## src/rtl/tdc_pkg.sv

```systemverilog
// rtl/tdc_pkg.sv - shared state encoding and constants for the signed TDC
package tdc_pkg;

    typedef enum logic [1:0] {
        TDC_IDLE,
        TDC_COUNT,
        TDC_DONE
    } tdc_state_e;

    localparam int TDC_SYNC_STAGES = 2;

endpackage

```

## src/rtl/sync_2ff.sv

```systemverilog
// rtl/sync_2ff.sv - two-flop synchronizer for a single asynchronous bit
module sync_2ff (
    input  logic clk,
    input  logic rst,
    input  logic d,
    output logic q
);

    logic meta;

    always_ff @(posedge clk or negedge rst) begin
        if (!rst) begin
            meta <= 1'b0;
            q    <= 1'b0;
        end else begin
            meta <= d;
            q    <= meta;
        end
    end

endmodule

```

## src/rtl/tdc_wsign.sv

```systemverilog
// rtl/tdc_wsign.sv - signed time-to-digital converter; TDC_SYNC_EN adds an input synchronizer
module tdc_wsign
    import tdc_pkg::*;
#(
    parameter int WIDTH = 8
) (
    input  logic             clk,
    input  logic             rst,
    input  logic             trig,
    input  logic             din_sign,
    input  logic             tdc_in,
    output logic [WIDTH-1:0] dout,
    output logic             dout_valid,
    output logic             busy,
    output logic             ovf
);

`ifdef TDC_SYNC_EN
    localparam int COMP = TDC_SYNC_STAGES;
    logic tdc_s;
    sync_2ff u_sync (
        .clk (clk),
        .rst (rst),
        .d   (tdc_in),
        .q   (tdc_s)
    );
`else
    localparam int COMP = 0;
    logic tdc_s;
    assign tdc_s = tdc_in;
`endif

    localparam logic [WIDTH-1:0] CNT_MAX = '1;
    localparam logic [WIDTH-1:0] POS_MAX = {1'b0, {(WIDTH-1){1'b1}}};
    localparam logic [WIDTH-1:0] NEG_MAG = {1'b1, {(WIDTH-1){1'b0}}};
    localparam logic [WIDTH-1:0] COMP_V  = WIDTH'(COMP);

    tdc_state_e       state, state_nx;
    logic [WIDTH-1:0] cnt, cnt_nx;
    logic             sign, sign_nx;
    logic             tdc_prev, rise;
    logic [WIDTH-1:0] dout_nx, mag;
    logic             valid_nx, ovf_nx, finish, timeout;

    always_ff @(posedge clk or negedge rst) begin
        if (!rst) begin
            tdc_prev <= 1'b0;
            rise     <= 1'b0;
        end else begin
            tdc_prev <= tdc_s;
            rise     <= tdc_s & ~tdc_prev;
        end
    end

    always_ff @(posedge clk or negedge rst) begin
        if (!rst) begin
            state      <= TDC_IDLE;
            cnt        <= '0;
            sign       <= 1'b0;
            dout       <= '0;
            dout_valid <= 1'b0;
            ovf        <= 1'b0;
        end else begin
            state      <= state_nx;
            cnt        <= cnt_nx;
            sign       <= sign_nx;
            dout       <= dout_nx;
            dout_valid <= valid_nx;
            ovf        <= ovf_nx;
        end
    end

    always_comb begin
        state_nx = state;
        cnt_nx   = cnt;
        sign_nx  = sign;
        dout_nx  = dout;
        valid_nx = 1'b0;
        ovf_nx   = 1'b0;
        finish   = 1'b0;
        timeout  = 1'b0;
        mag      = cnt - COMP_V;
        case (state)
            TDC_IDLE, TDC_DONE: begin
                if (trig) begin
                    sign_nx  = din_sign;
                    cnt_nx   = '0;
                    state_nx = TDC_COUNT;
                end else begin
                    state_nx = TDC_IDLE;
                end
            end
            TDC_COUNT: begin
                cnt_nx = cnt + 1'b1;
                // Rises still in the pipeline from before trig (cnt <= COMP) are stale levels, not edges
                if (rise && (cnt > COMP_V)) begin
                    finish = 1'b1;
                end else if (cnt == CNT_MAX) begin
                    finish  = 1'b1;
                    timeout = 1'b1;
                    mag     = CNT_MAX;
                end
            end
            default: state_nx = TDC_IDLE;
        endcase

        if (finish) begin
            state_nx = TDC_DONE;
            valid_nx = 1'b1;
            ovf_nx   = timeout;
            if (!sign) begin
                if (mag > POS_MAX) begin
                    dout_nx = POS_MAX;
                    ovf_nx  = 1'b1;
                end else begin
                    dout_nx = mag;
                end
            end else begin
                if (mag > NEG_MAG) begin
                    dout_nx = NEG_MAG;
                    ovf_nx  = 1'b1;
                end else begin
                    dout_nx = '0 - mag;
                end
            end
        end
    end

    assign busy = (state == TDC_COUNT);

endmodule
```

## config.mk

```make
export PLATFORM = sky130hd
export DESIGN_NAME = tdc_wsign
export DESIGN_NICKNAME = d
export VERILOG_FILES = /design/src/rtl/tdc_pkg.sv /design/src/rtl/sync_2ff.sv /design/src/rtl/tdc_wsign.sv
export SDC_FILE = /design/constraint.sdc
export NUM_CORES = 1
export LEC_CHECK = 0
export CAP_MARGIN = 20
export CORE_MARGIN = 2
export CORE_UTILIZATION = 58
export CTS_CLUSTER_DIAMETER = 200
export DETAILED_ROUTE_END_ITERATION = 8
export PLACE_DENSITY = 0.82
export SLEW_MARGIN = 40
export SYNTH_ARGS = -nofsm -noshare
export SYNTH_HDL_FRONTEND = slang
export SYNTH_SLANG_ARGS = --single-unit
```

## constraint.sdc

```tcl
create_clock -name clk -period 6.45 [get_ports clk]
set_input_delay 1.29 -clock clk [delete_from_list [all_inputs] [get_ports clk]]
set_output_delay 1.29 -clock clk [all_outputs]
set_load 0.01 [all_outputs]
```

# --- After elaboration in Yosys (flattened, before gate mapping) ---
# Index checks and enable logic that the tools add are counted.
op_classes:
  n_bitwise: 2
  n_eq_ne: 5
  reduce_logical: 6
  n_lt_le_gt_ge: 3
  mul: 0
  shift: 0
  add_sub_neg: 2
  div_mod_pow: 0
  mux: 21
op_table:
  columns: ["cell", "count"]
  rows:
  - ["2-to-1 mux 8 bit", 7]
  - ["case mux 8 bit (2 select lines)", 1]
  - ["2-to-1 mux 1 bit", 11]
  - ["adder 8 x 1 -> 8 bit (second input constant)", 1]
  - ["equality test 8 bit (second input constant)", 1]
  - ["greater-than comparator 8 x 1 -> 1 bit (second input constant)", 1]
  - ["greater-than comparator 8 x 7 -> 1 bit (second input constant)", 1]
  - ["greater-than comparator 8 bit (second input constant)", 1]
  - ["subtractor 1 x 8 -> 8 bit (first input constant)", 1]
  - ["case mux 2 bit (2 select lines)", 1]
  - ["AND reduction 2 bit", 2]
  - ["equality test 2 x 1 -> 1 bit (second input constant)", 1]
  - ["equality test 2 bit (second input constant)", 1]
  - ["logical NOT 2 bit", 1]
  - ["2-to-1 mux 2 bit", 1]
  - ["!= test 2 x 1 -> 1 bit (second input constant)", 1]
  - ["!= test 2 bit (second input constant)", 1]
  - ["nonzero test 2 bit", 1]
  - ["OR reduction 2 bit", 1]
  - ["AND 1 bit", 1]
  - ["logical AND 1 bit", 1]
  - ["NOT 1 bit", 1]
word_totals:
  romBits: 0
  input_bits: 5
  latch_bits: 0
  ramBits: 0
  mem_count: 0
  ff_bits: 23
  word_cells: 47

# --- Depth between registers and ports, before layout ---
logic_depth:
  ltp_word: 8
  ltp_mapped: 9

# --- Least setup slack after synthesis ---
# Ideal clock, no wire load.
synth_path:
  path_type: "register to output"
  startpoint: "register state[0]"
  endpoint: "output busy"
  path_buffers: 0
  path_stages_with_launch: 3
  setup_slack_ns: 4.341
  arrival_ns: 0.819
  path_cell_list: "dfrtp_1 nand2b_1 clkinv_1"
synth_between:
  elab_chain_len: 1
synth_rtl:
  columns: ["item", "line", "text"]
  rows:
  - ["start: declaration", "tdc_wsign.sv:38", "tdc_state_e state, state_nx;"]
  - ["start signal: assignment", "tdc_wsign.sv:64", "state <= state_nx;"]
  - ["equality test 2 x 1 -> 1 bit", "tdc_wsign.sv:129", "assign busy = (state == TDC_COUNT);"]
  - ["end: declaration", "tdc_wsign.sv:14", "output logic busy,"]
# Every way passes these cells.

# --- Final worst setup path ---
# Ends and elaborated chain as after synthesis.

==> results.md <==
- Root Driver: clkbuf_4
- Synth top area share: between 40% and 50%
- VDD IR max: 0.242 mV
- Warnings from Yosys: 0
- Die Ht: between 50 and 60 um
- Grt total ovfl: 0
- Sequential share of the synthesized area: a little under half
- Post-synthesis sequential element count: 23
- Initial DRC Count: 26
- Final Util: between 70 and 80%
- Startpoint types: flip-flop
- TritonCTS Buffers: 3
- Most used DFF post-synth: dfrtp_1
- P_leak: 0.626 nW
- Crit Path Max Fanout: 9
- Area growth syn-to-layout: 12.8%
- CP Class: flip-flop to primary output
- Clk buf depth: 2
- Cells resized by post-CTS repair: 0
- Core area: roughly 2000 sq um
- Total track usage: 21.5%
- Reg clk slew, reported paths: approximately 120 ps
- Pre-antenna DRT Iters: 4
- Post-Synthesis Cell Area: 1250 sq um
- Mean Syn Cell Area: ~9.6 sq um
- Wire length per cell: roughly 15 um
- R2r endpoint: dout[2]
- RD Place Congestion: 0.781
- Post-Syn Nets: ~140
- Critical Path Sink Type: primary output
- Nets: 150
- Setup ws final: roughly 3300 ps
- Largest net degree at the start of global routing: 24
- Antenna Cells: 0
- Async S/R FF share, synth: 100%
- Xor/xnor share of the synthesized area: between 1 and 1.5%
- I/O pin total: 16
- Post-synthesis simple-gate area fraction: approximately 17%
- Final setup fails: 0
- Slew Limit Headroom: 56.8%
- Starting Density: between 60 and 70%
- Cts hold-fix bufs: 0
- Main combinational cell family by area after synthesis: compound AO/OA/AOI/OAI gates
- Post-route setup TNS: 0 ps
- Worst hold stages: 1
- Fin. max-slew vios: 0
- Actual slew at the worst max-slew pin: between 600 and 700 ps
- # Post-CTS Setup Buffers: 0
- Complex-gate fraction of the synthesized area: 24.8%
- Die Area: 2550 sq um
- CTS tree: done
- Area leader, netlist: dfrtp_1
- Antenna violations before repair: 0
- Clock Latency Late Sink: about 320 ps
- Pre-CTS setup slack: around 3700 ps
- Final ANT Viol Nets: 0
- Setup slack, reg-to-reg: roughly 4000 ps
- Die Span X: ~50 um
- Max-cap violations: 0
- Num rows: 16
- Unrepaired setup endpoints after global routing: false
- Leading cell type in the layout, fill and taps excluded: dfrtp_1
- Fmax: 0.321 GHz
- Worst R2R Start: cnt[2]
- Run status: finished clean
- Synth unique cells: 38
- Multiplexer area fraction after synthesis: between 2 and 2.5%
- Input/output buffers: 15
- Post-synthesis cell count: 131
- Fin Clk Skew: a little under 7 ps
- HP Class: flip-flop to flip-flop
- Share of cells above drive strength 1: 7.04%
- Post-DR vias/cell: between 6 and 7
- Detailed Place HPWL: approximately 1700 um
- Pwr Density: approximately 420 nW/um^2
- CP Data Required Time: between 5000 and 6000 ps
- Crit path DAT: around 1800 ps
- H-tree Lvls: 1
- DRC Markers: 0
- Total clock sinks: 23
- Ranking of synthesized cells by area: dfrtp_1 (46%), o21ai_0 (6.4%), o31ai_1 (4.2%), nand2_1 (3.6%), o41ai_4 (2.2%)
- First-pass GRT wire length: a little over 4000 um
- Hold_sp: tdc_prev
- Worst Hold End: rise
- Most frequent cells in the layout: dfrtp_1 (23), o21ai_0 (16), clkdlybuf4s50_1 (14), nand2_1 (12)
- Number of enable flip-flop cells after synthesis: 0
- Post-Synth Adder-Cell Area: under 10%
- Fin crit period: a little over 3000 ps
- Reg2reg path depth: 5
- WL final: about 2500 um
- Routed via count: around 1000
- Number of global-route vias before repair: 944
- Final Hold Vio Count: 0
- Fillers: around 160
- Final Cycle Share: between 40% and 50%
[area by class of cell]
type	instances	area (sq um)	share of cell area, %
Sequential cell	23	576	40.7
Timing Repair Buffer	15	145	10.3
Tap cell	27	33.8	2.39
Inverter	8	30.0	2.12
Multi-Input combinational cell	92	603	42.7
Clock buffer	4	26.3	1.86
[metrics by stage]
stage / std cells / hold slack (ps) / power (W) / cell area (sq um)
floorplan: 131 / 378 / 0.000431 / 1250
global placement: 165 / 384 / 0.000519 / 1390
detailed placement: 165 / 391 / 0.000529 / 1390
CTS: 169 / 409 / 0.000596 / 1410
global route: 169 / 412 / 0.000638 / 1410
finish: 169 / 402 / 0.000594 / 1410
[worst max-delay path: stages, from the launching register on]
cell             delay (ps)
dfrtp_1                 420
nand2b_1                210
clkinv_1                320
clkdlybuf4s50_1         570
[registers in the layout, summed over array words and instances (netlist names)]
name / count
cnt: 8
dout: 8
dout_valid: 1
ovf: 1
rise: 1
sign: 1
state: 2
tdc_prev: 1
[cell usage after synthesis, drive strengths merged, types with 2 or more instances]
| cell | instances |
|---|---|
| a211oi | 2 |
| a21o | 2 |
| a21oi | 3 |
| a31oi | 3 |
| and2 | 2 |
| buf | 2 |
| clkbuf | 6 |
| dfrtp | 23 |
| ha | 2 |
| inv | 7 |
| mux2i | 2 |
| nand2 | 12 |
| nand2b | 2 |
| nand3 | 4 |
| nand4 | 4 |
| nor2 | 7 |
| nor2b | 2 |
| nor3 | 2 |
| nor4 | 2 |
| o21ai | 18 |
| o31ai | 7 |
| or2 | 2 |
| or3 | 3 |
[worst max path at each step]
stage            to  slack, ps  startpoint  cells past startpoint
2_1_floorplan  busy       4340    state[0]                      2
3_3_place_gp   busy       3770    state[0]                      3
3_5_place_dp   busy       3700    state[0]                      3
4_1_cts        busy       3350    state[0]                      3
5_1_grt        busy       3220    state[1]                      3
6_report       busy       3330    state[0]                      3
[power by group]
| part | switching (W) | total, W | internal, W |
|---|---|---|---|
| sequential | 0.0000569 | 0.000244 | 0.000187 |
| clock | 0.0000422 | 0.0000664 | 0.0000242 |
| combinational | 0.000144 | 0.000284 | 0.000139 |
[cells by family after synthesis]
family	count (synthesis)
AO/OA/AOI/OAI	42
XOR/XNOR	2
adder cells (fa/ha/maj)	2
buffers and inverters	16
flip-flops	23
multiplexers	3
AND/OR/NAND/NOR	43
[metal layers]
layer	GRT usage, %	vias up	wire (um)
li1	-	502	-
met1	29.2	487	1110
met2	35.1	38	1180
met3	3.57	4	134
met4	7.21	0	27
met5	0	-	0
Power figures use the tool's default switching activity.
